### src/rtl/matmul_seq_accel.sv
// Memory-mapped sequential vector x matrix accelerator: A (R) times B (RxS) into S
// accumulators using LANES time-multiplexed MAC units. Define MATMUL_SAT_EN for saturating sums.
module matmul_seq_accel #(
   parameter logic [31:0] ADDR_BASE    = 32'h0110_0000,
   parameter int          R            = 8,
   parameter int          S            = 4,
   parameter int          LANES        = 2,
   parameter int          INPUT_WIDTH  = 8,
   parameter int          RESULT_WIDTH = 32
) (
   input  logic        clk,
   input  logic        reset,
   input  logic        mem_valid,
   output logic        mem_ready,
   input  logic [31:0] mem_addr,
   input  logic [31:0] mem_wdata,
   input  logic [3:0]  mem_wstrb,
   output logic [31:0] mem_rdata
);

   localparam int G  = S / LANES;
   localparam int IW = INPUT_WIDTH;
   localparam int RW = RESULT_WIDTH;
   localparam int AW = (R > 1) ? $clog2(R) : 1;
   localparam int BW = (R * S > 1) ? $clog2(R * S) : 1;
   localparam int SW = (S > 1) ? $clog2(S) : 1;
   localparam int GW = (G > 1) ? $clog2(G) : 1;

   typedef enum logic [1:0] {IDLE, CLEAR, RUN, DONE} state_t;

   state_t          state_q, state_d;
   logic [AW-1:0]   r_q;
   logic [GW-1:0]   g_q;
   logic [IW-1:0]   a_mem [R];
   logic [IW-1:0]   b_mem [R*S];
   logic [RW-1:0]   acc_q [S];
   logic            done_q, werr_q, ovf_bit;

   // ---------------- bus decode ----------------
   logic [31:0] offset;
   logic [9:0]  word;
   logic [1:0]  region;
   logic        in_win, accept, is_wr, busy;
   logic        a_hit, b_hit, s_hit, is_ctrl;
   logic        wr_a, wr_b, busy_wr_err, start_ok;
   logic [1:0]  ctrl_bits;

   assign offset    = mem_addr - ADDR_BASE;
   assign in_win    = (mem_addr >= ADDR_BASE) && (offset < 32'h4000);
   assign accept    = mem_valid && in_win && !mem_ready;
   assign is_wr     = |mem_wstrb;
   assign region    = offset[13:12];
   assign word      = offset[11:2];
   assign busy      = (state_q != IDLE);

   assign a_hit     = (region == 2'd0) && (32'(word) < 32'(R));
   assign b_hit     = (region == 2'd1) && (32'(word) < 32'(R * S));
   assign s_hit     = (region == 2'd2) && (32'(word) < 32'(S));
   assign is_ctrl   = (region == 2'd3) && (word == 10'd0);
   assign ctrl_bits = mem_wstrb[0] ? mem_wdata[1:0] : 2'b00;

   assign wr_a        = accept && is_wr && a_hit && !busy;
   assign wr_b        = accept && is_wr && b_hit && !busy;
   // While a run owns the datapath, configuration writes lose and are flagged.
   assign busy_wr_err = accept && is_wr && busy && (a_hit || b_hit || is_ctrl);
   assign start_ok    = accept && is_wr && is_ctrl && ctrl_bits[0] && !busy;

   function automatic logic [IW-1:0] merge_lanes(input logic [IW-1:0] old,
                                                 input logic [31:0]   wdata,
                                                 input logic [3:0]    wstrb);
      logic [31:0] w;
      w = 32'(old);
      for (int b = 0; b < 4; b++)
         if (wstrb[b]) w[8*b +: 8] = wdata[8*b +: 8];
      return IW'(w);
   endfunction

   // ---------------- control FSM ----------------
   logic clear_acc, run_en, last_step;

   always_ff @(posedge clk) begin
      // NOTE: sequential state uses non-blocking assignments so every register
      // samples the values from before the edge, independent of statement order.
      if (reset) state_q <= IDLE;
      else       state_q <= state_d;
   end

   always_comb begin
      // NOTE: every output gets a default first so no path leaves a value held,
      // which would otherwise infer a latch.
      state_d   = state_q;
      clear_acc = 1'b0;
      run_en    = 1'b0;
      last_step = 1'b0;
      case (state_q)
         IDLE:  if (start_ok) state_d = ctrl_bits[1] ? RUN : CLEAR;
         CLEAR: begin
            clear_acc = 1'b1;
            state_d   = RUN;
         end
         RUN: begin
            run_en = 1'b1;
            if (g_q == GW'(G - 1) && r_q == AW'(R - 1)) begin
               last_step = 1'b1;
               state_d   = DONE;
            end
         end
         DONE:    state_d = IDLE;
         default: state_d = IDLE;
      endcase
   end

   // Inner counter r walks rows; outer counter g selects the group of LANES columns.
   always_ff @(posedge clk) begin
      if (reset || start_ok) begin
         r_q <= '0;
         g_q <= '0;
      end else if (run_en) begin
         if (r_q == AW'(R - 1)) begin
            r_q <= '0;
            g_q <= last_step ? '0 : g_q + 1'b1;
         end else begin
            r_q <= r_q + 1'b1;
         end
      end
   end

   // ---------------- MAC lanes ----------------
   logic [SW-1:0] col      [LANES];
   logic [RW-1:0] acc_next [LANES];
`ifdef MATMUL_SAT_EN
   logic [LANES-1:0] lane_ovf;
`endif

   always_comb begin
      logic [BW-1:0] bidx;
      logic [RW-1:0] prod;
`ifdef MATMUL_SAT_EN
      logic [RW:0]   wide;
      lane_ovf = '0;
`endif
      for (int l = 0; l < LANES; l++) begin
         col[l]      = SW'(int'(g_q) * LANES + l);
         bidx        = BW'(int'(col[l]) * R + int'(r_q));
         prod        = RW'(a_mem[r_q]) * RW'(b_mem[bidx]);
`ifdef MATMUL_SAT_EN
         wide        = {1'b0, acc_q[col[l]]} + {1'b0, prod};
         lane_ovf[l] = wide[RW];
         acc_next[l] = wide[RW] ? '1 : wide[RW-1:0];
`else
         acc_next[l] = acc_q[col[l]] + prod;
`endif
      end
   end

   always_ff @(posedge clk) begin
      // NOTE: these arrays are small register files, not RAM macros, so they are
      // reset explicitly; a reset mid-run must leave every accumulator at zero.
      if (reset || clear_acc) begin
         for (int c = 0; c < S; c++) acc_q[c] <= '0;
      end else if (run_en) begin
         for (int l = 0; l < LANES; l++) acc_q[col[l]] <= acc_next[l];
      end
   end

   always_ff @(posedge clk) begin
      if (reset) begin
         for (int i = 0; i < R; i++)     a_mem[i] <= '0;
         for (int i = 0; i < R * S; i++) b_mem[i] <= '0;
      end else begin
         if (wr_a) a_mem[word[AW-1:0]] <= merge_lanes(a_mem[word[AW-1:0]], mem_wdata, mem_wstrb);
         if (wr_b) b_mem[word[BW-1:0]] <= merge_lanes(b_mem[word[BW-1:0]], mem_wdata, mem_wstrb);
      end
   end

   // ---------------- sticky status flags ----------------
   always_ff @(posedge clk) begin
      if (reset || start_ok) begin
         done_q <= 1'b0;
         werr_q <= 1'b0;
      end else begin
         if (state_q == DONE) done_q <= 1'b1;
         if (busy_wr_err)     werr_q <= 1'b1;
      end
   end

`ifdef MATMUL_SAT_EN
   logic ovf_q;
   always_ff @(posedge clk) begin
      if (reset || start_ok)      ovf_q <= 1'b0;
      else if (run_en && |lane_ovf) ovf_q <= 1'b1;
   end
   assign ovf_bit = ovf_q;
`else
   assign ovf_bit = 1'b0;
`endif

   // ---------------- read path ----------------
   logic [31:0] rd_val;

   always_comb begin
      rd_val = '0;
      case (region)
         2'd0: if (a_hit)   rd_val = 32'(a_mem[word[AW-1:0]]);
         2'd1: if (b_hit)   rd_val = 32'(b_mem[word[BW-1:0]]);
         2'd2: if (s_hit)   rd_val = 32'(acc_q[word[SW-1:0]]);
         2'd3: if (is_ctrl) rd_val = {28'b0, ovf_bit, werr_q, done_q, busy};
         default: rd_val = '0;
      endcase
   end

   // Acknowledge is a single-cycle pulse; a held request is re-sampled once it drops.
   always_ff @(posedge clk) begin
      if (reset) begin
         mem_ready <= 1'b0;
         mem_rdata <= '0;
      end else begin
         mem_ready <= accept;
         mem_rdata <= (accept && !is_wr) ? rd_val : '0;
      end
   end

endmodule

### config.mk
export PLATFORM = sky130hd
export DESIGN_NAME = matmul_seq_accel
export DESIGN_NICKNAME = d
export VERILOG_FILES = /design/src/rtl/matmul_seq_accel.sv
export SDC_FILE = /design/constraint.sdc
export NUM_CORES = 1
export LEC_CHECK = 0
export BUFFER_PORTS_ARGS = -buffer_cell sky130_fd_sc_hd__buf_4
export CORE_ASPECT_RATIO = 1.1
export CORE_UTILIZATION = 40
export DETAILED_ROUTE_END_ITERATION = 12
export GPL_ROUTABILITY_DRIVEN = 1
export GPL_TIMING_DRIVEN = 0
export SYNTH_ARGS = -nofsm -noshare
export SYNTH_HDL_FRONTEND = slang
export SYNTH_SLANG_ARGS = --single-unit
### constraint.sdc
create_clock -name clk -period 7.4 [get_ports clk]
set_clock_uncertainty 0.1 [all_clocks]
set_input_delay 0.74 -clock clk [delete_from_list [all_inputs] [get_ports clk]]
set_output_delay 0.74 -clock clk [all_outputs]
set_load 0.05 [all_outputs]
### After elaboration in Yosys (flattened, before gate mapping)

Memories as Yosys holds them, arrays and structs flattened. A register that Yosys moved wholly into a read port is not among the register bits.
Cells that the tools add are included.

| storage, ports and cells | value |
|---|---|
| output and inout bits | 33 |
| flip-flop bits (word level) | 41 |
| memories kept | 3 |
| memory bits (read-only) | 0 |
| bits of input ports | 71 |
| bits in latches | 0 |
| word-level logic and storage cells | 124 |
| RAM bits | 448 |

Memories:

| memory | depth | width | rd ports | clocked after memory_dff | write ports | RTL line | text |
|---|---|---|---|---|---|---|---|
| b_mem | 32 | 8 | 3 | 0 | 32 | 35 | `logic [IW-1:0] b_mem [R*S];` |
| acc_q | 4 | 32 | 3 | 1 | 4 | 36 | `logic [RW-1:0] acc_q [S];` |
| a_mem | 8 | 8 | 2 | 1 | 8 | 34 | `logic [IW-1:0] a_mem [R];` |

| operators by class | value |
|---|---|
| shifts and indexed selects | 0 |
| reduce and logical (&&, ||, !) cells | 38 |
| bitwise gates (word level) | 1 |
| multiplexer cells | 51 |
| divide/modulo/power cells | 0 |
| equal/unequal tests | 9 |
| order comparisons | 5 |
| multiply operators | 2 |
| add/subtract/negate cells | 8 |

Operators by type and width:

| operator | number |
|---|---|
| $pmux 32 s4 | 1 |
| $mux 32 | 3 |
| $mux 8 | 10 |
| $add 32x16->32 | 2 |
| $reduce_or 32->1 | 2 |
| $ge 32x25->1 const B | 1 |
| $lt 32x15->1 const B | 1 |
| $mul 8x8->16 | 2 |
| $sub 32x25->32 const B | 1 |
| $mux 1 | 22 |
| $logic_and 1x1->1 | 19 |
| $mux 2 | 8 |
| $reduce_or 8->1 | 2 |
| $mux 3 | 5 |
| $add 5x3->5 | 2 |
| $logic_not 10->1 | 1 |
| $lt 10x3->1 const B | 1 |
| $lt 10x4->1 const B | 1 |
| $lt 10x6->1 const B | 1 |
| $eq 2x2->1 const B | 4 |
| $pmux 2 s4 | 1 |
| $mux 5 | 1 |
| $eq 2x1->1 const B | 2 |
| $logic_not 2->1 | 2 |
| 12 further kinds | 19 |

### Depth between registers and ports, before layout

| logic depth | value |
|---|---|
| depth in word-level cells | 13 |
| mapped depth | 23 |
| gate-level depth less buffers | 20 |

### Worst setup path after synthesis

No wires, ideal clock.

| timing path | value |
|---|---|
| kind | reg2reg |
| start point | reg r_q[0] |
| end point | mem acc_q[3][29] (netlist name) (data pin) |
| period minus slack after synthesis | 6715 ps |
| setup time | 158 ps |
| data arrival time | 6457 ps |
| required time | 7142 ps |
| path slack | 685 ps |
| stages on the path, launching flop included | 21 |
| path buffers | 3 |
| path through | dfxtp_1 > buf_1 > buf_2 > mux4_2 > mux2_2 > o21ai_1 > nor2_1 > fa_1 > inv_1 > fa_1 > fa_1 > fa_1 > inv_1 > ha_1 > clkbuf_1 > nand4_1 > or3_1 > a31oi_1 > o2111ai_1 > or3_1 > o211ai_1 |

RTL lines:

| what | RTL line | text |
|---|---|---|
| from (decl) | 32 | `logic [AW-1:0] r_q;` |
| from (signal assigned) | 123 | `r_q <= r_q + 1'b1;` |
| to (decl) | 36 |  |

==> impl_results.md <==
- Crit path from: r_q[0]
- Clock Latency Late Sink: 0.68 ns
- Routed via count: 21600
- RD Place Congestion: 0.953
- Critical path endpoint category: flip-flop
- Hold-fix buffers, CTS: 0
- Maxcap violations: 0
- Reg2Reg Depth: 22
- Leakage power figure: roughly 13 nW
- Final period util: 97.4%
- GRT met1 Usage: a little under a third
- CP Max Fanout: 10
- Drt via density: around 5.8
- N_diodes: 0
- Row Count: 106
- DR iter-0 viols: 2567
- Clock transition at path regs: 0.07 ns
- Syn Inst Count: 2490
- Die width: 266 um
- Top FF cell, synth: edfxtp_1
- EDFF count, synth: 448
- DRC viols: 0
- Longest Clk Path Bufs: 3
- Xor and xnor fraction of the mapped netlist area: 1.69%
- Drt total wl: 97.6 mm
- Endpoint arrival time on the critical path: roughly 7.5 ns
- Largest family of logic cells by synthesized area: multiplexers
- Synth warn: 0
- Final antenna-violating net count: 0
- Cell accounting for the most synthesized area: edfxtp_1
- CTS Sinks: 493
- Simple-Gate Fraction of Synth Area: 13.0%
- Vias in the first global route: 22200
- Top Usage Layer GRT: met2
- Adder-Cell Fraction of Synth Area: 10.1%
- Layout area overhead: 13.6%
- Synth Area in Compound Gates: under 10%
- Fmax achieved: between 0.1 and 0.15 GHz
- CP Launch Type: flip-flop
- Storage element area: ~14000 um2
- FF-to-FF setup slack: 0.20 ns
- Area of the multi-input gates: 15300 um2
- FF-to-FF End: acc_q[3][26]
- Post-route minimum period: 7.20 ns
- RSZ-0062 raised after global routing: yes
- Logic pwr share: a little over two fifths
- Remaining Overflow, GRT: 0
- Reg power frac: 31.4%
- Worst-margin pin slew: 1.16 ns
- Final Hold Fails: 0
- GR Util met3: 4.04%
- Post-synth cell types: 79
- Dpl cells: ~3600
- Grt met2 use: 42.2%
- Drt first pass iters: 7
- Max rail drop VDD: 0.000270 V
- Net count after synthesis: 2749
- Critical register-to-register path startpoint: r_q[0]
- Clock Power Share: 25.7%
- Slew margin rel.: 22.7%
- Final nets: 2886
- Final Setup Violations: 0
- Initial antenna violation count: 1
- Die H: roughly 290 um
- Number of fillers in the final layout: 6965
- Pwr/cell area: 324 nW/um2
- Sequential cell area fraction in the yosys report: 46.9%
- PortBufs: between 70 and 80
- WS Path Type: reg2reg
- Core Region: 75900 um2
- Switch share: between 30% and 40%
- Yosys top cell area share: around 44%
- Critical Path RT: about 7.7 ns
- CTS root buffer: clkbuf_16
- Fin cells: between 3000 and 4000
- Gr usage total: 25.3%
- Ys async rst share: 0%
- Hold Crit Class: in2reg
- Share of layout cells above drive strength 1: 22.2%
- Starting density of the core: 40.4%
- Pin count of the biggest net entering global routing: 29
- Post-synthesis mux area share: between 10% and 20%
- First-pass GRT wire length: 144 mm
- Final Power: 11.3 mW
- Slew Limit Fails: 0
- Post-Syn Area per Cell: 12.3 um2
- Setup_tns: 0 ns
- H-Tree Depth: 2
- Int Power: 6.86 mW
- Outcome: finished clean
- Critical Path Sink: acc_q[3][26]
- Full die area: 77700 um2
- Flops & latches, synth: around 500
- CTS tree: done
- Post-Synthesis Cell Area: 30600 um2
- Ports: 104
- Sw power: about 4.4 mW
- Routed WL per cell: 26.4 um
- Detailed placement HPWL: roughly 74 mm
- CTS buffer count: 55
- Leading post-synthesis cells by cell area: edfxtp_1 (44%), mux4_2 (15%), fa_1 (6.5%), nor2_1 (6.1%), ha_1 (3.6%)
==> worst max-delay path: stages, from the launching register on <==
cell and delay (ns):
dfxtp_1 0.45, clkbuf_4 0.34, buf_4 0.35, mux4_2 0.59, mux2i_2 0.34, nand2_1 0.15
o21ai_2 0.30, nor2_1 0.13, fa_1 0.53, inv_1 0.05, fa_1 0.53, inv_1 0.05
fa_1 0.47, inv_1 0.05, fa_1 0.49, inv_1 0.05, ha_1 0.32, or3_1 0.40
a21oi_1 0.29, a211oi_4 0.12, o2111ai_1 0.35, xor2_1 0.32, o22ai_1 0.12
==> area by class of cell <==
| type | instances | area share [%] |
|---|---|---|
| clock buffer | 74 | 4.30 |
| clock inverter | 30 | 1.12 |
| buffer | 142 | 1.87 |
| timing repair buffer | 82 | 1.95 |
| inverter | 186 | 2.01 |
| tap | 1026 | 3.69 |
| multi-input combinational | 1667 | 43.8 |
| sequential | 493 | 41.2 |
==> routing by layer <==
layer | vias to the layer above | part of all wire, % | routed length (um)
met5 | - | 0 | 0
met1 | 11000 | 38 | 36900
met3 | 238 | 7.6 | 7420
li1 | 9300 | - | -
met2 | 1089 | 49 | 47600
met4 | 0 | 5.8 | 5660
==> synthesized netlist by cell type (15+ instances only) <==
master	number
o21ai_0	35
dfxtp_1	45
o21ai_1	18
nand2_1	120
nand3_1	39
o22ai_1	27
nor2b_1	46
inv_1	185
mux2i_1	58
clkbuf_1	75
buf_2	49
and2_1	20
xor2_1	34
fa_1	100
or2_2	23
nor2_1	498
a21o_1	15
a21oi_1	41
buf_1	19
ha_1	88
edfxtp_1	448
nand4_1	17
xnor2_1	25
nand2b_1	50
mux2_2	53
mux4_2	209
==> per-stage QoR <==
step           utilization (%)  worst slack, ns  hold WS (ns)  cell area [um2]
2_1_floorplan                -            0.685         0.339            30600
3_3_place_gp              42.8            -1.44         0.363            32500
3_5_place_dp              42.9            -1.56         0.371            32600
4_1_cts                   45.7          0.00944         0.173            34700
5_1_grt                   45.9          -0.0856         0.192            34800
6_report                  45.9            0.196         0.194            34800
==> state kept, by name, summed over array words and instances, names as in the netlist, named ones only <==
name       cells
done_q         1
acc_q        128
werr_q         1
mem_rdata     32
a_mem         64
g_q            1
r_q            3
b_mem        256
state_q        2
mem_ready      1
==> kinds of logic after synthesis <==
| kind of cell | count (synthesis) |
|---|---|
| flip-flops | 493 |
| adder cells (fa/ha/maj) | 188 |
| AO/OA/AOI/OAI | 223 |
| buffers and inverters | 330 |
| AND/OR/NAND/NOR | 877 |
| multiplexers | 320 |
| XOR/XNOR | 59 |
==> worst min-delay path by stage <==
stage            endpoint  startpoint  cells after the start
6_report       state_q[1]       reset                      2
4_1_cts        state_q[1]       reset                      2
3_5_place_dp       werr_q      werr_q                      2
5_1_grt        state_q[1]       reset                      2
3_3_place_gp       werr_q      werr_q                      2
2_1_floorplan      done_q      done_q                      2
==> what timing repair did <==
action,CTS,global route
pin swaps,1,3
setup buffers,1,3
setup endpoints to repair,98,66
gates resized for setup,67,32
==> layout by cell type (no fill, tap or decap), drive strengths merged, types with 8 or more instances in the layout <==
cell type	instances
nor2	500
edfxtp	448
mux4	209
inv	186
clkbuf	153
buf	144
nand2	125
fa	100
ha	88
mux2i	58
o21ai	57
mux2	53
nand2b	50
nor2b	46
dfxtp	45
nand3	42
a21oi	41
xor2	34
o22ai	27
xnor2	25
or2	23
and2	21
clkinv	20
nand4	17
a21o	15
nor3	10
a211oi	10
o21a	9
o211ai	9
and3	8
==> power groups by stage <==
stage | logic (mW) | registers, mW | clock network, mW
floorplan | 3.37 | 3.51 | 0
global placement | 4.59 | 3.57 | 0
detailed placement | 4.66 | 3.59 | 0
CTS | 4.75 | 3.54 | 2.92
global route | 5.34 | 3.58 | 3.02
finish | 4.84 | 3.54 | 2.90
Note: power is estimated with default switching activity, not from simulation.
